## src/rtl/mux2_rr_arbiter.sv

```systemverilog
// Two-requester round-robin arbiter that owns the select of a shared 2:1 mux.
// Grants are one-hot, registered, and bounded to MAX_HOLD cycles while the other side waits.
module mux2_rr_arbiter #(
    parameter  int MAX_HOLD = 8,
    localparam int CNT_W    = (MAX_HOLD > 2) ? $clog2(MAX_HOLD) : 1
) (
    input  logic             clk,
    input  logic             rst_n,
    input  logic             req_a,
    input  logic             req_b,
    output logic             gnt_a,
    output logic             gnt_b,
    output logic             sel,
    output logic             busy,
    output logic [CNT_W-1:0] hold_cnt
);

    typedef enum logic [1:0] {
        IDLE  = 2'd0,
        OWN_A = 2'd1,
        OWN_B = 2'd2
    } state_t;

    state_t           state_q, state_d;
    logic [CNT_W-1:0] hold_cnt_q, hold_cnt_d;
    logic             sel_q, sel_d;
    logic             last_b_q, last_b_d;
    logic             gnt_a_q, gnt_b_q, busy_q;
    logic             at_max_s;

    assign at_max_s = (hold_cnt_q == CNT_W'(MAX_HOLD - 1));

    // Next-state arbitration: tie-break against the last owner, preempt a full tenure.
    always_comb begin
        state_d    = state_q;
        hold_cnt_d = hold_cnt_q;
        sel_d      = sel_q;
        last_b_d   = last_b_q;

        case (state_q)
            IDLE: begin
                if (req_a && req_b) begin
                    state_d = last_b_q ? OWN_A : OWN_B;
                end else if (req_a) begin
                    state_d = OWN_A;
                end else if (req_b) begin
                    state_d = OWN_B;
                end else begin
                    state_d = IDLE;
                end
            end
            OWN_A: begin
                if (!req_a) begin
                    state_d = req_b ? OWN_B : IDLE;
                end else if (req_b && at_max_s) begin
                    state_d = OWN_B;
                end else begin
                    state_d = OWN_A;
                end
            end
            OWN_B: begin
                if (!req_b) begin
                    state_d = req_a ? OWN_A : IDLE;
                end else if (req_a && at_max_s) begin
                    state_d = OWN_A;
                end else begin
                    state_d = OWN_B;
                end
            end
            default: begin
                state_d = IDLE;
            end
        endcase

        // A new owner restarts its tenure and takes the mux; sel is left alone in IDLE.
        if (state_d == IDLE) begin
            hold_cnt_d = {CNT_W{1'b0}};
        end else if (state_d != state_q) begin
            hold_cnt_d = {CNT_W{1'b0}};
            sel_d      = (state_d == OWN_B);
            last_b_d   = (state_d == OWN_B);
        end else if (!at_max_s) begin
            hold_cnt_d = hold_cnt_q + CNT_W'(1);
        end else begin
            hold_cnt_d = hold_cnt_q;
        end
    end

    // State and output registers; outputs are decoded from the next state so they flop directly.
    always_ff @(posedge clk or negedge rst_n) begin
        if (!rst_n) begin
            state_q    <= IDLE;
            hold_cnt_q <= {CNT_W{1'b0}};
            sel_q      <= 1'b0;
            last_b_q   <= 1'b1;
            gnt_a_q    <= 1'b0;
            gnt_b_q    <= 1'b0;
            busy_q     <= 1'b0;
        end else begin
            state_q    <= state_d;
            hold_cnt_q <= hold_cnt_d;
            sel_q      <= sel_d;
            last_b_q   <= last_b_d;
            gnt_a_q    <= (state_d == OWN_A);
            gnt_b_q    <= (state_d == OWN_B);
            busy_q     <= (state_d != IDLE);
        end
    end

    assign gnt_a    = gnt_a_q;
    assign gnt_b    = gnt_b_q;
    assign sel      = sel_q;
    assign busy     = busy_q;
    assign hold_cnt = hold_cnt_q;

endmodule

```

## config.mk

```make
export PLATFORM = sky130hd
export DESIGN_NAME = mux2_rr_arbiter
export DESIGN_NICKNAME = d
export VERILOG_FILES = /design/src/rtl/mux2_rr_arbiter.sv
export SDC_FILE = /design/constraint.sdc
export NUM_CORES = 1
export LEC_CHECK = 0
export ABC_CLOCK_PERIOD_IN_PS = 1900
export CAP_MARGIN = 5
export CORE_AREA = 2 2 39 41
export CTS_CLUSTER_SIZE = 12
export DETAILED_ROUTE_END_ITERATION = 6
export DIE_AREA = 0 0 41 43
export HOLD_SLACK_MARGIN = 0.15
export PLACE_DENSITY = 0.64
export SLEW_MARGIN = 10
export SYNTH_ARGS = -nofsm -noshare
export SYNTH_HDL_FRONTEND = slang
export SYNTH_SLANG_ARGS = --single-unit
```

## constraint.sdc

```tcl
create_clock -name clk -period 1.9 [get_ports clk]
set_input_delay 0.285 -clock clk [delete_from_list [all_inputs] [get_ports clk]]
set_output_delay 0.285 -clock clk [all_outputs]
set_load 0.05 [all_outputs]
```

# Word level (Yosys, flattened, before mapping)
# Index checks and enable logic that the tools add are counted.
[word_totals] inputBits=4 elab_cells=36 ff_bits=10 output_inout_bits=7
[op_classes] eq_ne=7 addsub=1 mux=13 reduce_logical=7 bitwise_logic=1
[op_table] operator="2-bit 2-to-1 mux" count=8
[op_table] operator="3-bit 2-to-1 mux" count=3
[op_table] operator="2-bit one-hot mux with 3 select lines" count=1
[op_table] operator="2-bit by 1-bit == test with 1-bit output, second input constant" count=2
[op_table] operator="2-bit == test, second input constant" count=2
[op_table] operator="2-bit logical NOT" count=2
[op_table] operator="3-bit by 1-bit adder with 3-bit output, second input constant" count=1
[op_table] operator="3-bit == test, second input constant" count=1
[op_table] operator="1-bit logical AND" count=3
[op_table] operator="3-bit by 1-bit inequality test with 1-bit output, second input constant" count=1
[op_table] operator="2-bit inequality test" count=1
[op_table] operator="2-bit AND reduction" count=1
[op_table] operator="2-bit nonzero test" count=1
[op_table] operator="1-bit 2-to-1 mux" count=1
[op_table] operator="1-bit inverter" count=1

# Longest topological paths before layout
# Gate-level depths: netlist (run 1).
[logic_depth] depth_word=8 depth_mapped=6 mapped_depth_nobuf=5

# Worst setup path before layout (run 1)
# OpenSTA, ideal clock, no wires.
[synth_timing] path_kind="reg2reg" start="register hold_cnt_q[0] (netlist: hold_cnt[0])" end="register last_b_q" path_stages_with_launch=7 t_arrival_ns=1.589 setup_slack_ns=0.224 n_path_buf=1 synth_period_minus_slack_ns=1.676 t_required_ns=1.812 setup_time_ns=0.088 cell_sequence="dfrtp_1 ha_1 ha_1 buf_6 mux2i_1 o21ai_1 a221oi_2"
[synth_via] elab_chain_len=8 word_cells_on_any_way=13 classes_between="eq/ne: 3; mux: 5; bitwise: 1; reduce/logical: 4"
[synth_rtl] element="start: declaration" line="25" source="logic [CNT_W-1:0] hold_cnt_q, hold_cnt_d;"
[synth_rtl] element="start signal: assignment" line="93" source="hold_cnt_q <= {CNT_W{1'b0}};"
[synth_rtl] element="start signal: assignment" line="101" source="hold_cnt_q <= hold_cnt_d;"
[synth_rtl] element="3-bit == test *" line="31" source="assign at_max_s = (hold_cnt_q == CNT_W'(MAX_HOLD - 1));"
[synth_rtl] element="1-bit logical AND (on tied branches)" line="64, 55"
[synth_rtl] element="2-bit 2-to-1 mux (on tied branches)" line="64, 55"
[synth_rtl] element="2-bit 2-to-1 mux (on tied branches)" line="62, 53"
[synth_rtl] element="2-bit one-hot mux with 3 select lines *" line="40" source="case (state_q)"
[synth_rtl] element="2-bit logical NOT" line="76" source="if (state_d == IDLE) begin"
[synth_rtl] element="1-bit inverter (no line)"
[synth_rtl] element="2-bit AND reduction (no line)"
[synth_rtl] element="end signal: assignment" line="103" source="last_b_q <= last_b_d;"
[synth_rtl] element="end: declaration" line="27" source="logic last_b_q, last_b_d;"
# Every way passes the cells marked *; elsewhere a longest branch is shown, timed or not.
# A chain may end at the register's enable or synchronous reset.

# Worst setup path in the final report (run 1)
[layout_timing] start="register hold_cnt_q[0] (netlist: hold_cnt[0])" end="output hold_cnt[0]"
[layout_lines] element="end: declaration" line="15" source="output logic [CNT_W-1:0] hold_cnt"
# No word-level cell between the ends.

==> results of run 1 <==
## how the worst max path moves through the flow
| stage | startpoint | slack [ns] | endpoint | depth (start not counted) |
|---|---|---|---|---|
| after global placement | hold_cnt[0]$_DFFE_PN0P_ | 0.33 | last_b_q$_DFFE_PN1P_ | 5 |
| final | hold_cnt[0]$_DFFE_PN0P_ | 0.14 | hold_cnt[0] | 1 |
| after CTS | hold_cnt[0]$_DFFE_PN0P_ | 0.13 | hold_cnt[0] | 1 |
| after global routing | hold_cnt[2]$_DFFE_PN0P_ | 0.11 | hold_cnt[2] | 1 |
| after floorplan | hold_cnt[0]$_DFFE_PN0P_ | 0.22 | last_b_q$_DFFE_PN1P_ | 6 |
| after detailed placement | hold_cnt[0]$_DFFE_PN0P_ | 0.27 | last_b_q$_DFFE_PN1P_ | 5 |
## metal layers
metal | vias up | GRT usage | share of wire | wire [um]
met3 | 4 | 0.0314 | 0.013 | 12
met1 | 186 | 0.203 | 0.51 | 459
met4 | 0 | 0.100 | 0.020 | 18
met5 | - | 0 | 0 | 0
met2 | 6 | 0.163 | 0.45 | 406
li1 | 213 | - | - | -
## synthesized netlist by cell type
cell type,number,area (um^2)
dfrtp_1,9,225
a21oi_1,8,40.0
nand2_1,6,22.5
mux2i_1,5,50.1
buf_6,2,22.5
ha_1,2,25.0
nand2b_1,2,12.5
nand4b_1,2,17.5
nor2b_1,2,12.5
o22ai_1,2,12.5
o31ai_1,2,15.0
a221oi_2,1,15.0
buf_2,1,5.00
clkbuf_2,1,5.00
clkbuf_8,1,13.8
dfstp_2,1,26.3
inv_1,1,3.75
o211a_1,1,10.0
o21a_1,1,7.51
o21ai_0,1,5.00
o21ai_1,1,5.00
or3b_1,1,8.76
xor2_1,1,8.76
## metrics by stage
stage | setup WS (ns) | std cells | hold WS [ns] | total power, uW
after floorplan | 0.224 | 54 | -0.0106 | 428
after global placement | 0.331 | 75 | 0.537 | 475
after detailed placement | 0.267 | 75 | 0.541 | 476
after CTS | 0.135 | 79 | 0.343 | 667
after global routing | 0.113 | 79 | 0.371 | 703
final | 0.142 | 79 | 0.324 | 659
## state kept, by name, summed over array words and instances, names as in the netlist
register  count
last_b_q      1
gnt_a         1
hold_cnt      3
sel           1
gnt_b         1
state_q       2
busy          1
## power groups by stage
stage          combinational, uW  sequential [uW]  clock, uW
3_5_place_dp                 193              283          0
2_1_floorplan               98.2              330          0
5_1_grt                      212              284        207
4_1_cts                      195              278        194
3_3_place_gp                 193              281          0
6_report                     193              279        188
## cells by family after synthesis
group	Yosys count	share of synthesized area
compound gates	17	0.193
simple gates	13	0.130
flops	10	0.442
buf+inv	6	0.0879
mux	5	0.0879
fa+ha+maj	2	0.0439
xor+xnor	1	0.0154
## layout by cell type, fill, tap and decap left out, drive strengths merged, types with 4 or more instances in the layout
| cell type | Yosys | routed |
|---|---|---|
| a21oi | 8 | 8 |
| clkbuf | 2 | 4 |
| clkdlybuf4s50 | 0 | 10 |
| dfrtp | 9 | 9 |
| nand2 | 6 | 6 |
| mux2i | 5 | 5 |
## final cells by class
class / instances / area (um^2) / area share
sequential: 10 / 251 / 0.370
timing repair buffer: 10 / 100 / 0.147
tap: 16 / 20.0 / 0.0295
clock buffer: 4 / 36.3 / 0.0534
inverter: 1 / 3.75 / 0.00552
multi-input combinational: 38 / 268 / 0.394
==> flow_metrics.tcl, run 1 <==
set metrics [dict create \
    path_class "flop to output pin" \
    io_buffers 10 \
    clkTransAtPathRegs_ns 0.07 \
    worstSetupStartpointType "flop" \
    fillers 124 \
    cts_max_level 1 \
    syn_inst 54 \
    power_density_nw_per_um2 970 \
    worstMarginPinSlew_ns 0.493 \
    status "finished, final reports clean" \
    holdBufCountCts 0 \
    drtPass1Iterations 4 \
    vias 409 \
    cts.path.max_buffers 2 \
    power.switching_uw 221 \
    finalHoldViolCount 0 \
    nets 70 \
    maxSlewViolCount 0 \
    cts_setup_buffers 0 \
    critPathCaptureType "output pin" \
    skew_ns 0.00415 \
    cap_violations 0 \
    grt_pass1_wl_um 1590 \
    slowest_stage "clkdlybuf4s50_1" \
    peakVddDrop_uv 590 \
    routed_wl_um 897 \
    cts-root-buf "clkbuf_4" \
    period_share 0.925 \
    drt_iter0_drc 11 \
    crit_required_ns 1.62 \
    grt_max_degree 14 \
    ant_nets 0 \
    start_util 0.411 \
    antenna_cells 0 \
    die_w_um 41 \
    cp_max_fo 3 \
    cts_sinks 10 \
    post_drt_wl_per_cell_um 11.4 \
    core-area_um2 1380 \
    fmax_mhz 569 \
    crit_family "buffers and inverters" \
    path_cells "clkdlybuf4s50_1" \
    yosysWarningCount 0 \
    path_buf_inv 1 \
    finalSetupViolCount 0 \
    slowest_delay_ns 0.82 \
    yosysUniqueCellTypes 23 \
    ys_seq_elements 10 \
    reg2reg_depth 5 \
    ff2ff_setup_slack_ns 0.26 \
    syn_area_um2 569 \
    r2r_start "hold_cnt[0]$_DFFE_PN0P_" \
    dieHeight_um 43 \
    syn_area_per_cell_um2 10.5 \
    syn_nets 60 \
    stdcell_area_um2 679 \
    grt_overflow 0 \
    fin_setup_tns_ns 0 \
    min_period_ns 1.76 \
    vias_per_cell 5.18 \
    rows 14 \
    hp-class "input pin to async pin" \
    gp_congestion 0.718 \
    drive_gt1_frac 0.0952 \
    track_usage 0.136 \
    die-area_um2 1760 \
    dpl_cell_area_um2 643 \
    ys_seq_area_frac 0.442 \
    pin_count 11 \
    cts_resized 0 \
    area_delta_synth_final_pct 19.3 \
    max_slew_margin 0.670 \
    rsz0062_at_grt "no" \
    pwr-share-comb 0.292 \
    power_frac_clock 0.285 \
    grt_pass1_vias 363 \
    numCtsBuffers 3 \
    seqPwrFrac 0.423 \
    rr_endpoint "last_b_q$_DFFE_PN1P_" \
    p_int_uw 438 \
    post-route-util 0.491 \
    p_leak_uw 0.000289 \
    dp_hpwl_um 666 \
    drc 0 \
    worstPathArrival_ns 1.47 \
    swShare 0.335 \
    clk_latency_ns 0.26 \
    cts_tree "done" \
    grt_antenna_before_repair 0 \
]
Power figures use the tool's default switching activity.
==> run 2: changes to the inputs <==
--- a/config.mk
+++ b/config.mk
@@ -8,6 +8,7 @@
 export ABC_CLOCK_PERIOD_IN_PS = 1900
 export CAP_MARGIN = 5
 export CORE_AREA = 2 2 39 41
+export CTS_CLUSTER_DIAMETER = 100
 export CTS_CLUSTER_SIZE = 12
 export DETAILED_ROUTE_END_ITERATION = 6
 export DIE_AREA = 0 0 41 43
==> results of run 2 <==
Final layout, timing and power as in run 1 (identical DEF).
==> run 3: changes to the inputs <==
--- a/config.mk
+++ b/config.mk
@@ -13,7 +13,8 @@
 export DETAILED_ROUTE_END_ITERATION = 6
 export DIE_AREA = 0 0 41 43
 export HOLD_SLACK_MARGIN = 0.15
-export PLACE_DENSITY = 0.64
+export PLACE_DENSITY = 0.79
+export REMOVE_ABC_BUFFERS = 1
 export SLEW_MARGIN = 10
 export SYNTH_ARGS = -nofsm -noshare
 export SYNTH_HDL_FRONTEND = slang
==> run 3 against run 2 <==
Against the previous run:
- via count is 0.49% lower
- hold slack improved by 0.014 ns
- core utilization stayed put
- maximum frequency increased by 1.5%
- critical path depth stayed put
- global-route usage decreased by 2.0 points
- combinational power is essentially flat
- cell area unchanged
- sequential cell count did not move
- largest power group unchanged
==> flow_metrics.tcl, run 3 (synthesis results as in run 1) <==
set metrics [dict create \
    final_cell_mix "10 x clkdlybuf4s50_1, 9 x dfrtp_1, 8 x a21oi_1" \
    vias_per_cell 5.15 \
    track_usage 0.116 \
    path_depth 1 \
    worstPathArrival_ns 1.45 \
    gp_congestion 0.709 \
    cts_max_level 1 \
    clk_latency_ns 0.26 \
    holdBufCountCts 0 \
    path_buf_inv 1 \
    skew_ns 0.00477 \
    period_share 0.911 \
    fin_setup_tns_ns 0 \
    rsz0062_at_grt "no" \
    path_cells "clkdlybuf4s50_1" \
    dpl_cell_area_um2 643 \
    p_leak_uw 0.000289 \
    pin_count 11 \
    power_density_nw_per_um2 966 \
    dieHeight_um 43 \
    drc 0 \
    cts_resized 0 \
    cts-root-buf "clkbuf_4" \
    vias 407 \
    grt_pass1_vias 338 \
    ant_nets 0 \
    grt_max_degree 14 \
    slowest_delay_ns 0.81 \
    finalHoldViolCount 0 \
    antenna_cells 0 \
    maxSlewViolCount 0 \
    nets 70 \
    finalSetupViolCount 0 \
    drt_iter0_drc 2 \
    numCtsBuffers 3 \
    crit_required_ns 1.62 \
    rows 14 \
    die-area_um2 1760 \
    max_slew_margin 0.673 \
    cts.path.max_buffers 2 \
    grt_overflow 0 \
    cts_tree "done" \
    min_period_ns 1.73 \
    area_delta_synth_final_pct 19.3 \
    worstMarginPinSlew_ns 0.490 \
    start_util 0.411 \
    fillers 136 \
    crit_family "buffers and inverters" \
    slowest_stage "clkdlybuf4s50_1" \
    fin_ws_ns 0.168 \
    worstSetupStartpointType "flop" \
    ff2ff_setup_slack_ns 0.29 \
    path_class "flop to output pin" \
    cap_violations 0 \
    clkTransAtPathRegs_ns 0.07 \
    cp_max_fo 3 \
    critPathCaptureType "output pin" \
    peakVddDrop_uv 466 \
    io_buffers 10 \
    hp-class "input pin to async pin" \
    pre_cts_ws_ns 0.287 \
    post_drt_wl_per_cell_um 11.3 \
    routed_wl_um 891 \
    core-area_um2 1380 \
    stdcell_area_um2 679 \
    cts_sinks 10 \
    reg2reg_depth 5 \
    cts_setup_buffers 0 \
    mostFrequentLayoutCell "clkdlybuf4s50_1" \
    grt_pass1_wl_um 1380 \
    post-route-util 0.491 \
    grt_antenna_before_repair 0 \
    die_w_um 41 \
    drtPass1Iterations 4 \
    drive_gt1_frac 0.0952 \
    dp_hpwl_um 669 \
    status "finished, final reports clean" \
    fmax_mhz 578 \
    largest_reg_flops 3 \
]
run 3: per-stage QoR:
stage / power, uW / std cells / hold slack (ns)
2_1_floorplan: 410 / 49 / -0.0106
3_3_place_gp: 473 / 75 / 0.540
3_5_place_dp: 477 / 75 / 0.542
4_1_cts: 667 / 79 / 0.345
5_1_grt: 695 / 79 / 0.379
6_report: 656 / 79 / 0.338
run 3: worst register-to-register path: cells and delay by family (launching register included):
kind            cells  cell delay [ns]
fa+ha+maj           2             0.55
flops               1             0.40
simple gates        1             0.40
compound gates      2             0.17
run 3: layout make-up:
type	count	area, um^2	area share
clock buffer	4	36.3	0.0534
tap	16	20.0	0.0295
inverter	1	3.75	0.00552
sequential	10	251	0.370
timing repair buffer	10	100	0.147
multi-input combinational	38	268	0.394
run 3: per-layer routing:
metal | track usage | share of wire
met5 | 0 | 0
met4 | 0.0600 | 0
met3 | 0.0314 | 0.046
met2 | 0.144 | 0.47
met1 | 0.177 | 0.48
run 3: report_power, final:
part | total (uW) | internal (uW) | switching, uW
combinational | 194 | 76.8 | 117
clock | 185 | 116 | 68.9
sequential | 277 | 246 | 31.9
run 3: worst paths after layout:
kind | to | startpoint
max | hold_cnt[0] | hold_cnt[0]$_DFFE_PN0P_
min | gnt_a$_DFF_PN0_ | rst_n
max reg2reg | last_b_q$_DFFE_PN1P_ | hold_cnt[0]$_DFFE_PN0P_
min reg2reg | sel$_DFFE_PN0P_ | sel$_DFFE_PN0P_
max in group asynchronous | last_b_q$_DFFE_PN1P_ | rst_n
min in group clk | sel$_DFFE_PN0P_ | sel$_DFFE_PN0P_
